`src/rtl/if_id_queue_pkg.sv`:
```
// ============================================================================
// Module      : if_id_queue_pkg
// Description : Shared word width, NOP encoding and clog2 helper for the IF/ID path.
// Revision    : 1.0 - initial release
// ============================================================================
`default_nettype none

package if_id_queue_pkg;

  localparam int          WORD_W   = 32;
  localparam logic [31:0] NOP_INSN = 32'h0000_0000;

  // Bits needed to encode values 0..value-1; at least 1.
  function automatic int clog2(input int value);
    int r;
    r = 0;
    while ((1 << r) < value) r++;
    return (r < 1) ? 1 : r;
  endfunction

endpackage

`default_nettype wire

```
`src/rtl/if_id_queue_mem.sv`:
```
// ============================================================================
// Module      : if_id_queue_mem
// Description : DEPTH x WIDTH register file, one synchronous write, one async read.
// Revision    : 1.0 - initial release
// ============================================================================
`default_nettype none

module if_id_queue_mem
  import if_id_queue_pkg::*;
#(
  parameter int WIDTH = 2 * WORD_W,
  parameter int DEPTH = 4
) (
  input  logic                    CLK,
  input  logic                    we,
  input  logic [clog2(DEPTH)-1:0] waddr,
  input  logic [WIDTH-1:0]        wdata,
  input  logic [clog2(DEPTH)-1:0] raddr,
  output logic [WIDTH-1:0]        rdata
);

  logic [WIDTH-1:0] r_mem [DEPTH];

  always_ff @(posedge CLK) begin
    if (we) r_mem[waddr] <= wdata;
  end

  assign rdata = r_mem[raddr];

endmodule

`default_nettype wire

```
`src/rtl/if_id_queue.sv`:
```
// ============================================================================
// Module      : if_id_queue
// Description : In-order IF->ID decoupling FIFO with valid/ready handshake and flush.
// Revision    : 1.0 - initial release
// ============================================================================
`default_nettype none

module if_id_queue
  import if_id_queue_pkg::*;
#(
  parameter int                DATA_W = WORD_W,
  parameter int                DEPTH  = 4,
  parameter logic [DATA_W-1:0] NOP    = DATA_W'(NOP_INSN)
) (
  input  logic                        CLK,
  input  logic                        RST,
  input  logic                        flush,
  input  logic                        in_valid,
  input  logic [DATA_W-1:0]           in_pc,
  input  logic [DATA_W-1:0]           in_instruction,
  output logic                        in_ready,
  output logic                        out_valid,
  output logic [DATA_W-1:0]           out_pc,
  output logic [DATA_W-1:0]           out_instruction,
  input  logic                        out_ready,
  output logic [clog2(DEPTH+1)-1:0]   count
);

  localparam int                PTR_W    = clog2(DEPTH);
  localparam int                CNT_W    = clog2(DEPTH + 1);
  localparam logic [CNT_W-1:0]  C_FULL   = CNT_W'(DEPTH);

  logic [PTR_W-1:0]    r_wr_ptr;
  logic [PTR_W-1:0]    r_rd_ptr;
  logic [CNT_W-1:0]    r_count;
  logic                w_push;
  logic                w_pop;
  logic [2*DATA_W-1:0] w_rdata;

  // Readiness never looks at out_ready: a full queue refuses even while popping.
  assign in_ready  = (r_count < C_FULL) & ~flush;
  assign out_valid = (r_count != '0);
  assign w_push    = in_valid & in_ready;
  assign w_pop     = out_valid & out_ready;
  assign count     = r_count;

  assign out_pc          = out_valid ? w_rdata[2*DATA_W-1:DATA_W] : '0;
  assign out_instruction = out_valid ? w_rdata[DATA_W-1:0]        : NOP;

  if_id_queue_mem #(
    .WIDTH (2 * DATA_W),
    .DEPTH (DEPTH)
  ) u_mem (
    .CLK   (CLK),
    .we    (w_push),
    .waddr (r_wr_ptr),
    .wdata ({in_pc, in_instruction}),
    .raddr (r_rd_ptr),
    .rdata (w_rdata)
  );

  // Pointers are power-of-two wide, so natural overflow gives the modulo wrap.
  always_ff @(posedge CLK) begin
    if (RST || flush) begin
      r_wr_ptr <= '0;
      r_rd_ptr <= '0;
      r_count  <= '0;
    end else begin
      if (w_push) r_wr_ptr <= r_wr_ptr + 1'b1;
      if (w_pop)  r_rd_ptr <= r_rd_ptr + 1'b1;
      case ({w_push, w_pop})
        2'b10:   r_count <= r_count + 1'b1;
        2'b01:   r_count <= r_count - 1'b1;
        default: r_count <= r_count;
      endcase
    end
  end

endmodule

`default_nettype wire
```
`config.mk`:
```
export PLATFORM = sky130hd
export DESIGN_NAME = if_id_queue
export DESIGN_NICKNAME = d
export VERILOG_FILES = /design/src/rtl/if_id_queue_pkg.sv /design/src/rtl/if_id_queue_mem.sv /design/src/rtl/if_id_queue.sv
export SDC_FILE = /design/constraint.sdc
export NUM_CORES = 1
export LEC_CHECK = 0
export BUFFER_PORTS_ARGS = -buffer_cell sky130_fd_sc_hd__clkbuf_2
export CORE_MARGIN = 8
export CORE_UTILIZATION = 45
export CTS_BUF_LIST = sky130_fd_sc_hd__clkbuf_8
export DETAILED_ROUTE_END_ITERATION = 8
export PLACE_DENSITY = 0.74
export SETUP_SLACK_MARGIN = 0.5
export SLEW_MARGIN = 5
export SYNTH_ARGS = -nofsm -noshare
export SYNTH_HDL_FRONTEND = slang
export SYNTH_SLANG_ARGS = --single-unit
export TNS_END_PERCENT = 5
```
`constraint.sdc`:
```
create_clock -name CLK -period 2.5 [get_ports CLK]
set_input_delay 0.125 -clock CLK [delete_from_list [all_inputs] [get_ports CLK]]
set_output_delay 0.125 -clock CLK [all_outputs]
set_load 0.005 [all_outputs]
```
* Yosys cells after proc, flatten, opt, wreduce, memory -nomap -nowiden
Memory sizes are Yosys's and may differ from the RTL's. A register that Yosys moved wholly into a read port is not among the register bits. Cells that the tools add are included.
Word-level totals: register bits after elaboration 7, output and inout bits 69, logic and storage cells 25, memory bits (writable) 256, memories kept 1
Cells by class: mux-type cells 7, bitwise gates (word level) 4, equal/unequal tests 2, reduce and logical (&&, ||, !) cells 3, $add $sub $neg 4, magnitude comparators 1
Memories:
- u_mem.r_mem | depth 4, width 64, read ports 1, clocked after Yosys merged registers in 1, wr ports 1, RTL line if_id_queue_mem.sv:22 | logic [WIDTH-1:0] r_mem [DEPTH];
Operator list (count):
- 32-bit two-way mux | 2
- 3-bit case mux with 2 select lines | 1
- 2-bit by 1-bit adder with 2-bit output (second input constant) | 2
- 2-bit two-way mux | 2
- 3-bit by 1-bit adder with 3-bit output (second input constant) | 1
- 1-bit AND | 3
- 3-bit less-than comparator (second input constant) | 1
- 3-bit nonzero test | 1
- 3-bit by 1-bit subtractor with 3-bit output (second input constant) | 1
- 2-bit by 1-bit == test with 1-bit output (second input constant) | 1
- 2-bit == test (second input constant) | 1
- 1-bit two-way mux | 2
- 2-bit nonzero test | 1
- 1-bit logical OR | 1
- 1-bit inverter | 1

* Longest topological paths before layout
word-level depth 5, depth in mapped cells 8, mapped depth without buffers 8

* Cells and area by module
From an unflattened synthesis, not the netlist that was laid out.
Unflattened totals: cells, all modules 449, area, all modules 10161.0 sq um
Modules (own cells, without submodules):
- if_id_queue_mem | times used 1, area an instance 9341.5 sq um, sequential area each 7687.4 sq um, cells each 338
- if_id_queue | times used 1, area an instance 819.5 sq um, sequential area each 140.1 sq um, cells each 111

* Worst setup path after synthesis
OpenSTA, ideal clock, no wires.
kind register -> register, start register r_count[2], in the netlist count[2], end memory u_mem.r_mem[1][0] (netlist bit) (enable), data arrival time 2.267 ns, library setup time 0.429 ns, period minus slack after synthesis 2.695 ns, stages on the path, launching flop included 3, setup slack -0.195 ns, buffers on the path 0, cells stage by stage dfxtp_1 -> nor3b_2 -> and2_1
On the way: cells in the longest elaborated chain, start to end 5
RTL lines:
- start, declared | RTL line if_id_queue.sv:35 | logic [CNT_W-1:0] r_count;
- start signal, assigned | RTL line if_id_queue.sv:72 | 2'b10: r_count <= r_count + 1'b1;
- start signal, assigned | RTL line if_id_queue.sv:73 | 2'b01: r_count <= r_count - 1'b1;
- start signal, assigned | RTL line if_id_queue.sv:74 | default: r_count <= r_count;
- 3-bit less-than comparator | RTL line if_id_queue.sv:41 | assign in_ready = (r_count < C_FULL) & ~flush;
- 1-bit AND | RTL line if_id_queue.sv:41
- 1-bit AND | RTL line if_id_queue.sv:43 | assign w_push = in_valid & in_ready;
- 1-bit two-way mux | RTL line if_id_queue_mem.sv:25 | if (we) r_mem[waddr] <= wdata;
- 1-bit two-way mux (not written as such) | RTL line if_id_queue_mem.sv:25
- end, declared | RTL line if_id_queue_mem.sv:22
No other way between the ends.

==> metrics <==
Worst path max stage delay between 0.5 and 0.6 ns; depth of the worst register-to-register path 8; routed vias 5131; first-pass GRT wire length 32540 um; Netlist Area Pre-Place 10200 sq um; worst slew pin tran 0.6599 ns; CP Buf/Inv Count 3; total CTS buffers 43; PnR Total Power 8835 uW; skew final 0.01712 ns; Hold Path End r_wr_ptr[0]; # setup viols final 0; Worst Path Required between 2 and 2.5 ns; top post-synthesis cells by area edfxtp_1, mux4_2, and2_1; pin count of the biggest net entering global routing 66; Core ar. 22430 sq um; outcome complete, no violations; PwrDens approximately 680 nW/um^2; Post-DRT Antenna Nets 0; clk_lat worst skew 0.51 ns; Final Util 58.24%; Tcrit/Tclk final a little under nine tenths; die height 166.6 um; sequential area share after synthesis between 70% and 80%; Syn Nets 531; Reg-to-Reg End count[2]; asr flop ratio synth 0%; vias in the first global route 5839; min-delay worst type in2reg; WL per Instance between 20 and 25 um; Register Area 7875 sq um; Fmax 0.4683 GHz; antenna violations before repair 0; WHS Path Cells 3; DP Worst Slack 0.5048 ns; Worst Path Max Fanout 7; Worst R2R Start count[2]; final net count 787; # DRC 0; number of vias per cell 5.006; slowest cell on the critical path mux4_2; reg2reg setup slack ~0.45 ns; port bufs 137; CP endpoint kind output pin; RSZ-0062 raised after global routing yes; Yosys warning count 0; Root Buffer clkbuf_8; fin. max-slew vios 0; post-route setup slack 0.3645 ns; slew margin rel. 56.01%; H-tree depth 2; CP Cell Sequence buf_6 > buf_16 > mux4_2 > and2_4 > clkbuf_2; most used flip-flop cell after synthesis edfxtp_1; CTS sink count 265; Hold Crit Start flush; layout cells sized above 1 39.19%; Int Power 7049 uW; synthesized flop and latch total about 270; FILL cells ~1700; Synth-to-Final Area Change 28.03%; Post-Synthesis Cells 456; Peak VDD IR 392.1 uV; final hold vios 0; crit-path leading delay family multiplexers; crit path DAT 2.01 ns; post-synth top area share 75.33%; max-cap viol count 0; Synth cell types 24; Die Area 27750 sq um; area leader, netlist edfxtp_1; Initial Utilization a little under half; num ports 138; EDFF count, synth 256; CTS tree yes; First-pass DRT Iterations 4; Startpoint Class flop; hpwl dp 12220 um; FP Rows 55; NetSw 1787 uW; Switching Share 20.22%; routability cong. 0.6719; syn_area_per_cell 22.38 sq um; drt total wl roughly 21000 um; total grt overflow 0; n_diodes 0; footprint of the multi-input gates 2137 sq um; sequential share of power 56.1%; maximum root-to-sink buffer count 3; Iter 0 DRT Violations 328; Tot GR Track Use between 10% and 20%; Clk pwr share 38.8%; leakage between 0.004 and 0.005 uW; minimum clock period 2.135 ns; setup_tns 0 ns; DIE WIDTH 166.6 um; Worst-path clk slew 0.06 ns; logic gate share of total power 5.1%; Setup CP Type reg2out
[power groups by stage]
| stage | clock, uW | sequential (uW) | combinational (uW) |
|---|---|---|---|
| 6_report | 3430 | 4950 | 453 |
| 5_1_grt | 3720 | 4960 | 495 |
| 4_1_cts | 3530 | 4950 | 457 |
| 3_5_place_dp | 0 | 5050 | 354 |
| 3_3_place_gp | 0 | 5040 | 336 |
| 2_1_floorplan | 0 | 5040 | 165 |
[worst reg2reg max path, delay by kind of cell, from the launching register on]
| family | cells | cell delay [ns] |
|---|---|---|
| buffers and inverters | 2 | 0.17 |
| adders and majority gates | 2 | 0.39 |
| xor gates and xnor gates | 1 | 0.08 |
| and+or+nand+nor | 2 | 0.80 |
| DFF | 1 | 0.36 |
| AOI/OAI and AO/OA | 1 | 0.17 |
[cell usage after synthesis (2+ instances only)]
cell type and instances:
a21oi_1 2, and2_1 68, buf_12 6, buf_2 6, clkbuf_1 8, dfxtp_1 9, edfxtp_1 256, ha_1 5
inv_1 7, mux4_1 4, mux4_2 60, nor2_1 9, or3_1 2, xor2_1 4
[cell families after synthesis]
family	synth area share (%)
adders and majority gates	0.8092
buffers and inverters	2.183
xor gates and xnor gates	0.4291
AOI/OAI and AO/OA	0.3065
and+or+nand+nor	4.806
DFF	77.10
muxes	14.37
[worst max-delay path by stage]
stage | slack [ns] | endpoint | depth (start not counted)
after floorplan | 0.49 | u_mem.r_mem[0][0] | 2
after global placement | 0.60 | out_pc[0] | 3
after detailed placement | 0.50 | count[2] | 8
after CTS | 0.32 | out_pc[31] | 4
after global routing | 0.28 | out_pc[26] | 5
final | 0.36 | out_instruction[27] | 5
[metrics by stage]
step / instance area, sq um / hold slack, ns / cells
6_report: 13070 / 0.07585 / 1025
5_1_grt: 13070 / 0.05564 / 1025
4_1_cts: 12970 / 0.03554 / 1018
3_5_place_dp: 11300 / 0.3463 / 869
3_3_place_gp: 11300 / 0.3375 / 869
2_1_floorplan: 10210 / 0.2239 / 456
[area by class of cell]
cell class	count	area share, %
inverters	7	0.2011
repair buffers	233	14.41
multi-input cells	162	16.36
well taps	285	2.729
clock buffers	45	4.740
clock inverters	28	1.283
flip-flops and latches	265	60.28
[cells in the final DEF, fill, tap and decap left out, types with 3 or more instances in the layout]
master,netlist,layout
buf_4,0,6
nor2_1,9,9
dfxtp_1,9,7
dlygate4sd3_1,0,67
clkinv_1,0,10
edfxtp_1,256,256
clkinv_2,0,4
clkbuf_8,0,45
mux4_2,60,60
buf_16,0,7
buf_12,6,12
buf_6,1,3
ha_1,5,5
xor2_1,4,4
clkbuf_2,1,137
mux4_1,4,4
and2_1,68,61
and2_4,0,7
inv_1,7,18
[state kept, by name, indices dropped and copies added (netlist names), named ones only]
register and cells:
r_rd_ptr 2, r_wr_ptr 2, count 3, u_mem.r_mem 256
[layer usage]
layer | share of wire (%) | track usage (%)
met1 | 41 | 18.03
met3 | 5.9 | 3.948
met4 | 1.5 | 4.034
met2 | 51 | 26.94
met5 | 0 | 0
[what timing repair did]
action,in CTS,in global routing
resized for setup,13,2
setup endpoints to repair,66,119
pin swaps,1,0
setup buffers,4,7
gates cloned,5,0
hold endpoints to repair,263,0
hold buffers,67,0
Power figures use the tool's default switching activity.
